File: src/rtl/packer_pkg.sv
// Shared widths and types for the FIFO read-side byte packer.
// The optional flush feature is enabled with PACKER_FLUSH_EN.
package packer_pkg;

   localparam int DEF_DATA_W = 8;
   localparam int DEF_BYTES  = 4;
   localparam int DEF_WORD_W = DEF_DATA_W * DEF_BYTES;
   localparam int DEF_CNT_W  = $clog2(DEF_BYTES) + 1;

   typedef logic [DEF_DATA_W-1:0] pk_byte_t;
   typedef logic [DEF_WORD_W-1:0] pk_word_t;
   typedef logic [DEF_CNT_W-1:0]  pk_cnt_t;

   // Where a word entering the output register comes from this cycle.
   typedef enum logic [1:0] {
      LOAD_NONE,
      LOAD_DIRECT,
      LOAD_ASM
   } load_src_e;

endpackage

File: src/rtl/packer_out_stage.sv
// One-word valid/ready holding register; knows nothing about the FIFO.
module packer_out_stage
   import packer_pkg::*;
#(
   parameter int WORD_W = DEF_WORD_W,
   parameter int CNT_W  = DEF_CNT_W
) (
   input  logic              clkb,
   input  logic              resetb_clkb,
   input  logic              load,
   input  logic [WORD_W-1:0] load_data,
   input  logic [CNT_W-1:0]  load_bytes,
   input  logic              word_ready,
   output logic              word_valid,
   output logic [WORD_W-1:0] word_data,
   output logic [CNT_W-1:0]  word_bytes,
   output logic              free
);

   // Free when empty, or when the held word drains at this edge.
   assign free = !word_valid || word_ready;

   always_ff @(posedge clkb or negedge resetb_clkb) begin
      if (!resetb_clkb) begin
         word_valid <= 1'b0;
         word_data  <= '0;
         word_bytes <= '0;
      end else if (load) begin
         word_valid <= 1'b1;
         word_data  <= load_data;
         word_bytes <= load_bytes;
      end else if (word_valid && word_ready) begin
         word_valid <= 1'b0;
      end
   end

endmodule

File: src/rtl/fifo_rd_packer.sv
// Pops bytes from the async FIFO read port and packs BYTES of them per output word.
// Define PACKER_FLUSH_EN to add the flush input for emitting partial words.
module fifo_rd_packer
   import packer_pkg::*;
#(
   parameter  int DATA_W = DEF_DATA_W,
   parameter  int BYTES  = DEF_BYTES,
   localparam int WORD_W = DATA_W * BYTES,
   localparam int CNT_W  = $clog2(BYTES) + 1
) (
   input  logic              clkb,
   input  logic              resetb_clkb,
   input  logic              empty,
   output logic              rd,
   input  logic [DATA_W-1:0] dout_clkb,
   output logic              word_valid,
   input  logic              word_ready,
   output logic [WORD_W-1:0] word_data,
   output logic [CNT_W-1:0]  word_bytes
`ifdef PACKER_FLUSH_EN
   ,
   input  logic              flush
`endif
);

   localparam logic [CNT_W-1:0] FULL = CNT_W'(BYTES);
   localparam logic [CNT_W-1:0] LAST = CNT_W'(BYTES - 1);

   logic [CNT_W-1:0]  cnt;
   logic              pend;
   logic              flush_req;
   logic [DATA_W-1:0] asm_buf [BYTES];
   logic [CNT_W:0]    in_flight;
   logic              out_free;
   logic              load;
   logic [WORD_W-1:0] load_data;
   logic [CNT_W-1:0]  load_bytes;
   load_src_e         load_src;

   // Never pop more than the assembly buffer can take, counting the byte in flight.
   assign in_flight = {1'b0, cnt} + (CNT_W+1)'(pend);
   assign rd = resetb_clkb && !empty && (in_flight < (CNT_W+1)'(BYTES)) && !flush_req;

   // A full or flushed buffer moves out only once no byte is still landing.
   always_comb begin
      load_src = LOAD_NONE;
      if (pend && cnt == LAST && out_free) begin
         load_src = LOAD_DIRECT;
      end else if (!pend && out_free && (cnt == FULL || (flush_req && cnt != '0))) begin
         load_src = LOAD_ASM;
      end
   end

   assign load = (load_src != LOAD_NONE);

   // Lanes at or above cnt are stale leftovers and must read as zero.
   always_comb begin
      load_data = '0;
      for (int i = 0; i < BYTES; i++) begin
         if (CNT_W'(i) < cnt) begin
            load_data[i*DATA_W +: DATA_W] = asm_buf[i];
         end
      end
      if (load_src == LOAD_DIRECT) begin
         load_data[WORD_W-1 -: DATA_W] = dout_clkb;
      end
      load_bytes = (load_src == LOAD_DIRECT) ? FULL : cnt;
   end

   always_ff @(posedge clkb or negedge resetb_clkb) begin
      if (!resetb_clkb) begin
         cnt  <= '0;
         pend <= 1'b0;
         for (int i = 0; i < BYTES; i++) begin
            asm_buf[i] <= '0;
         end
      end else begin
         pend <= rd;
         if (load) begin
            cnt <= '0;
         end else if (pend) begin
            asm_buf[cnt[CNT_W-2:0]] <= dout_clkb;
            cnt                     <= cnt + 1'b1;
         end
      end
   end

`ifdef PACKER_FLUSH_EN
   always_ff @(posedge clkb or negedge resetb_clkb) begin
      if (!resetb_clkb) begin
         flush_req <= 1'b0;
      end else if (flush) begin
         flush_req <= 1'b1;
      end else if (flush_req && !pend && (cnt == '0 || load_src == LOAD_ASM)) begin
         flush_req <= 1'b0;
      end
   end
`else
   assign flush_req = 1'b0;
`endif

   packer_out_stage #(
      .WORD_W (WORD_W),
      .CNT_W  (CNT_W)
   ) u_out (
      .clkb        (clkb),
      .resetb_clkb (resetb_clkb),
      .load        (load),
      .load_data   (load_data),
      .load_bytes  (load_bytes),
      .word_ready  (word_ready),
      .word_valid  (word_valid),
      .word_data   (word_data),
      .word_bytes  (word_bytes),
      .free        (out_free)
   );

endmodule
File: config.mk
export PLATFORM = sky130hd
export DESIGN_NAME = fifo_rd_packer
export DESIGN_NICKNAME = d
export VERILOG_FILES = /design/src/rtl/packer_pkg.sv /design/src/rtl/packer_out_stage.sv /design/src/rtl/fifo_rd_packer.sv
export SDC_FILE = /design/constraint.sdc
export NUM_CORES = 1
export LEC_CHECK = 0
export CAP_MARGIN = 10
export CORE_MARGIN = 2
export CORE_UTILIZATION = 40
export DETAILED_ROUTE_END_ITERATION = 6
export GPL_TIMING_DRIVEN = 0
export HOLD_SLACK_MARGIN = 0.15
export MAX_ROUTING_LAYER = met4
export PLACE_DENSITY = 0.67
export SETUP_SLACK_MARGIN = 0.02
export SLEW_MARGIN = 20
export SYNTH_ARGS = -nofsm -noshare
export SYNTH_HDL_FRONTEND = slang
export SYNTH_HIERARCHICAL = 1
export SYNTH_SLANG_ARGS = --single-unit
export TNS_END_PERCENT = 5
File: constraint.sdc
create_clock -name clkb -period 3.45 [get_ports clkb]
set_input_delay 0.8625 -clock clkb [delete_from_list [all_inputs] [get_ports clkb]]
set_output_delay 0.8625 -clock clkb [all_outputs]
set_load 0.03 [all_outputs]
==> summary.md <==
| Metric | Value |
|---|---|
| Via count | 1849 |
| Die width | 95.5 microns |
| GRT Total Usage | 15.6% |
| CTS root buf | clkbuf_8 |
| Layout area overhead | 24.7% |
| Core area | 8180 sq um |
| CP arrival | 2190 ps |
| Port Buffers | 48 |
| Final Slew Violations | 0 |
| Status | complete, no violations |
| Syn. warnings | 6 |
| Synthesized instance count | approximately 220 |
| Post-cts sizing count | 0 |
| Setup Buffers After CTS | 0 |
| I/O pin total | 49 |
| Power Density | 972 nW/um^2 |
| Critical path capture point type | output port |
| Crit path launch type | input port |
| Hold Vio Cnt, Final | 0 |
| Crit-path max FO | 2 |
| CTS H-tree lvls | 3 |
| Worst-path clk slew | 70 ps |
| Initial Utilization | 41.0% |
| Routed Antenna Nets | 0 |
| Gpl congestion | about 0.72 |
| WL/cell | 16.2 microns |
| Vias in the first global route | 1918 |
| Cts bufs inserted | 9 |
| #FFs+latches synth | 72 |
| DR WL met2 | 2.80 mm |
| Worst-Margin Slew | between 600 and 700 ps |
| Fin cells | 386 |
| Required @ worst endpoint | between 2000 and 3000 ps |
| Layout cells sized above 1 | 35.9% |
| Async S/R FF share, synth | 100% |
| Initial antenna violation count | 0 |
| DRC Markers | 0 |
| DRC marker count from the first detailed-route iteration | 50 |
| Post-Place Setup Slack | around 380 ps |
| Die area | 9130 sq um |
| Max IR drop VDD | 0.000522 V |
| HPWL Detailed | 4.38 mm |
| Netlist cell types | 28 |
| Psw | 1400 uW |
| Rel. slew slack | 53.4% |
| Mapped Nets | between 200 and 250 |
| Setup-failing EPs final | 0 |
| Met3 wire length | 279 microns |
| Number of synthesized flops with an enable pin | 0 |
| Critical path class | input port to output port |
| Hold Crit Class | input port to asynchronous set/reset pin |
| WL met1 | just over 3 mm |
| Syn Area/Cell | 15.4 sq um |
| Drt pass-1 iters | 4 |
| Leakage power | between 0.0015 and 0.002 uW |
| Pin count of the biggest net entering global routing | 53 |
| Part of the cycle the worst path needs | 88.5% |
| Clock power share | 15.8% |
| Worst skew pair latency | 340 ps |
| First-pass GRT wire length | 10.1 mm |
| Die height | roughly 96 microns |
| Via density | 4.79 |
| RSZ-0062 raised after global routing | no |
| Inst Count DP | approximately 370 |
| Remaining Overflow, GRT | 0 |
| Clock Tree Buf Depth | 2 |
| Fin nets | 293 |
| MaxCap Viol Count | 0 |
| Sw frac | 34.5% |
| Uppermost layer routed | met4 |
| Row cnt | 33 |
| Multi-input logic area | between 1000 and 1500 sq um |
| Clk sinks | 72 |
| Fillers | 712 |
| N_diodes | 0 |
| Tmin final | 3050 ps |
| Combinational share of power | 47.9% |
| Ys flop type | dfrtp_1 |
| Fmax | 328 MHz |
| Layout Skew | around 7.6 ps |
| Cell area after synthesis | between 3000 and 4000 sq um |
| Hold-fix buffers at CTS | 0 |
| Fin worst setup slack | 397 ps |
| TritonCTS clock tree | built |
| Storage element area | 1800 sq um |
| Flop pwr share | 36.4% |
| Drt total wl | 6.26 mm |
| Pint | 2660 uW |
| Register area share after synthesis | 53.8% |
## cell type report
| type | instances | share of cell area, % |
|---|---|---|
| Sequential cell | 72 | 43.1 |
| Buffer | 12 | 3.29 |
| Multi-Input combinational cell | 131 | 33.7 |
| Clock inverter | 3 | 1.02 |
| Timing Repair Buffer | 49 | 12.1 |
| Inverter | 2 | 0.180 |
| Clock buffer | 12 | 3.47 |
| Tap cell | 105 | 3.14 |
## path summary, 6_finish.rpt
path	startpoint	to	slack [ps]	cells after the start
max in group asynchronous	resetb_clkb	u_out/word_data[29]$_DFFE_PN0P_	2500	2
worst max register to register	cnt[0]$_DFFE_PN0P_	u_out/word_bytes[1]$_DFFE_PN0P_	1440	8
worst min register to register	asm_buf[24]$_DFFE_PN0P_	asm_buf[24]$_DFFE_PN0P_	510	1
worst min-delay path	resetb_clkb	u_out/word_data[9]$_DFFE_PN0P_	410	1
worst max-delay path	empty	rd	400	4
min in group clkb	asm_buf[24]$_DFFE_PN0P_	asm_buf[24]$_DFFE_PN0P_	510	1
## layout by cell type, fill, tap and decap left out, types with 4 or more instances in the layout
| cell type | n |
|---|---|
| ha_1 | 4 |
| a22o_1 | 8 |
| mux2_4 | 53 |
| dfrtp_1 | 72 |
| nor2b_1 | 24 |
| clkbuf_8 | 10 |
| nor2_1 | 4 |
| and3_1 | 4 |
| mux2_2 | 16 |
| clkdlybuf4s50_1 | 47 |
| buf_6 | 5 |
## power groups by stage
| stage | Clock, uW | Sequential (uW) | Combinational, uW |
|---|---|---|---|
| after floorplan | 0 | 1810 | 1010 |
| after global placement | 0 | 1480 | 1920 |
| after detailed placement | 0 | 1490 | 1960 |
| after CTS | 664 | 1480 | 1960 |
| after global routing | 708 | 1540 | 2070 |
| final | 641 | 1480 | 1940 |
## per-stage QoR
step	TNS, ps	hold WS, ps	util [%]	total power [uW]	instance area, sq um
after floorplan	0	474	-	2820	3350
after global placement	-70640	486	48.5	3400	3960
after detailed placement	0	490	48.8	3450	3990
after CTS	0	408	51.1	4110	4180
after global routing	0	410	51.1	4310	4180
final	0	414	51.1	4060	4180
## registers in the layout, summed over array words and instances (netlist names)
name,flops
asm_buf,32
cnt,3
pend,1
u_out/word_bytes,3
u_out/word_data,32
u_out/word_valid,1
## cell families after synthesis
group	after synthesis	synth area share [%]
AND/OR/NAND/NOR	45	8.32
multiplexers	69	29.1
buffers and inverters	14	4.33
flip-flops	72	53.8
adder cells (fa/ha/maj)	4	1.49
AO/OA/AOI/OAI	13	2.99
## cells in the mapped netlist, types with 2 or more instances
| master | count | area, sq um |
|---|---|---|
| dfrtp_1 | 72 | 1800 |
| mux2_4 | 53 | 796 |
| buf_12 | 3 | 60.1 |
| nor2b_1 | 24 | 150 |
| and3_1 | 4 | 25.0 |
| mux2_2 | 16 | 180 |
| a22o_1 | 8 | 70.1 |
| inv_1 | 2 | 7.51 |
| nand2b_1 | 2 | 12.5 |
| ha_1 | 4 | 50.1 |
| nand2_1 | 3 | 11.3 |
| buf_6 | 5 | 56.3 |
| a21oi_1 | 2 | 10.0 |
| or2_2 | 2 | 12.5 |
| nor2_1 | 4 | 15.0 |
## routing by layer
layer	track usage, %	vias up
met2	23.0	50
met4	5.12	0
met5	-	-
li1	-	871
met3	4.19	11
met1	21.0	917
## critical path, cell delays in order
cell and delay (ps):
clkdlybuf4s50_1 400, nor2_1 80, and3_1 170, clkdlybuf4s50_1 670
(Power assumes the default switching activity.)
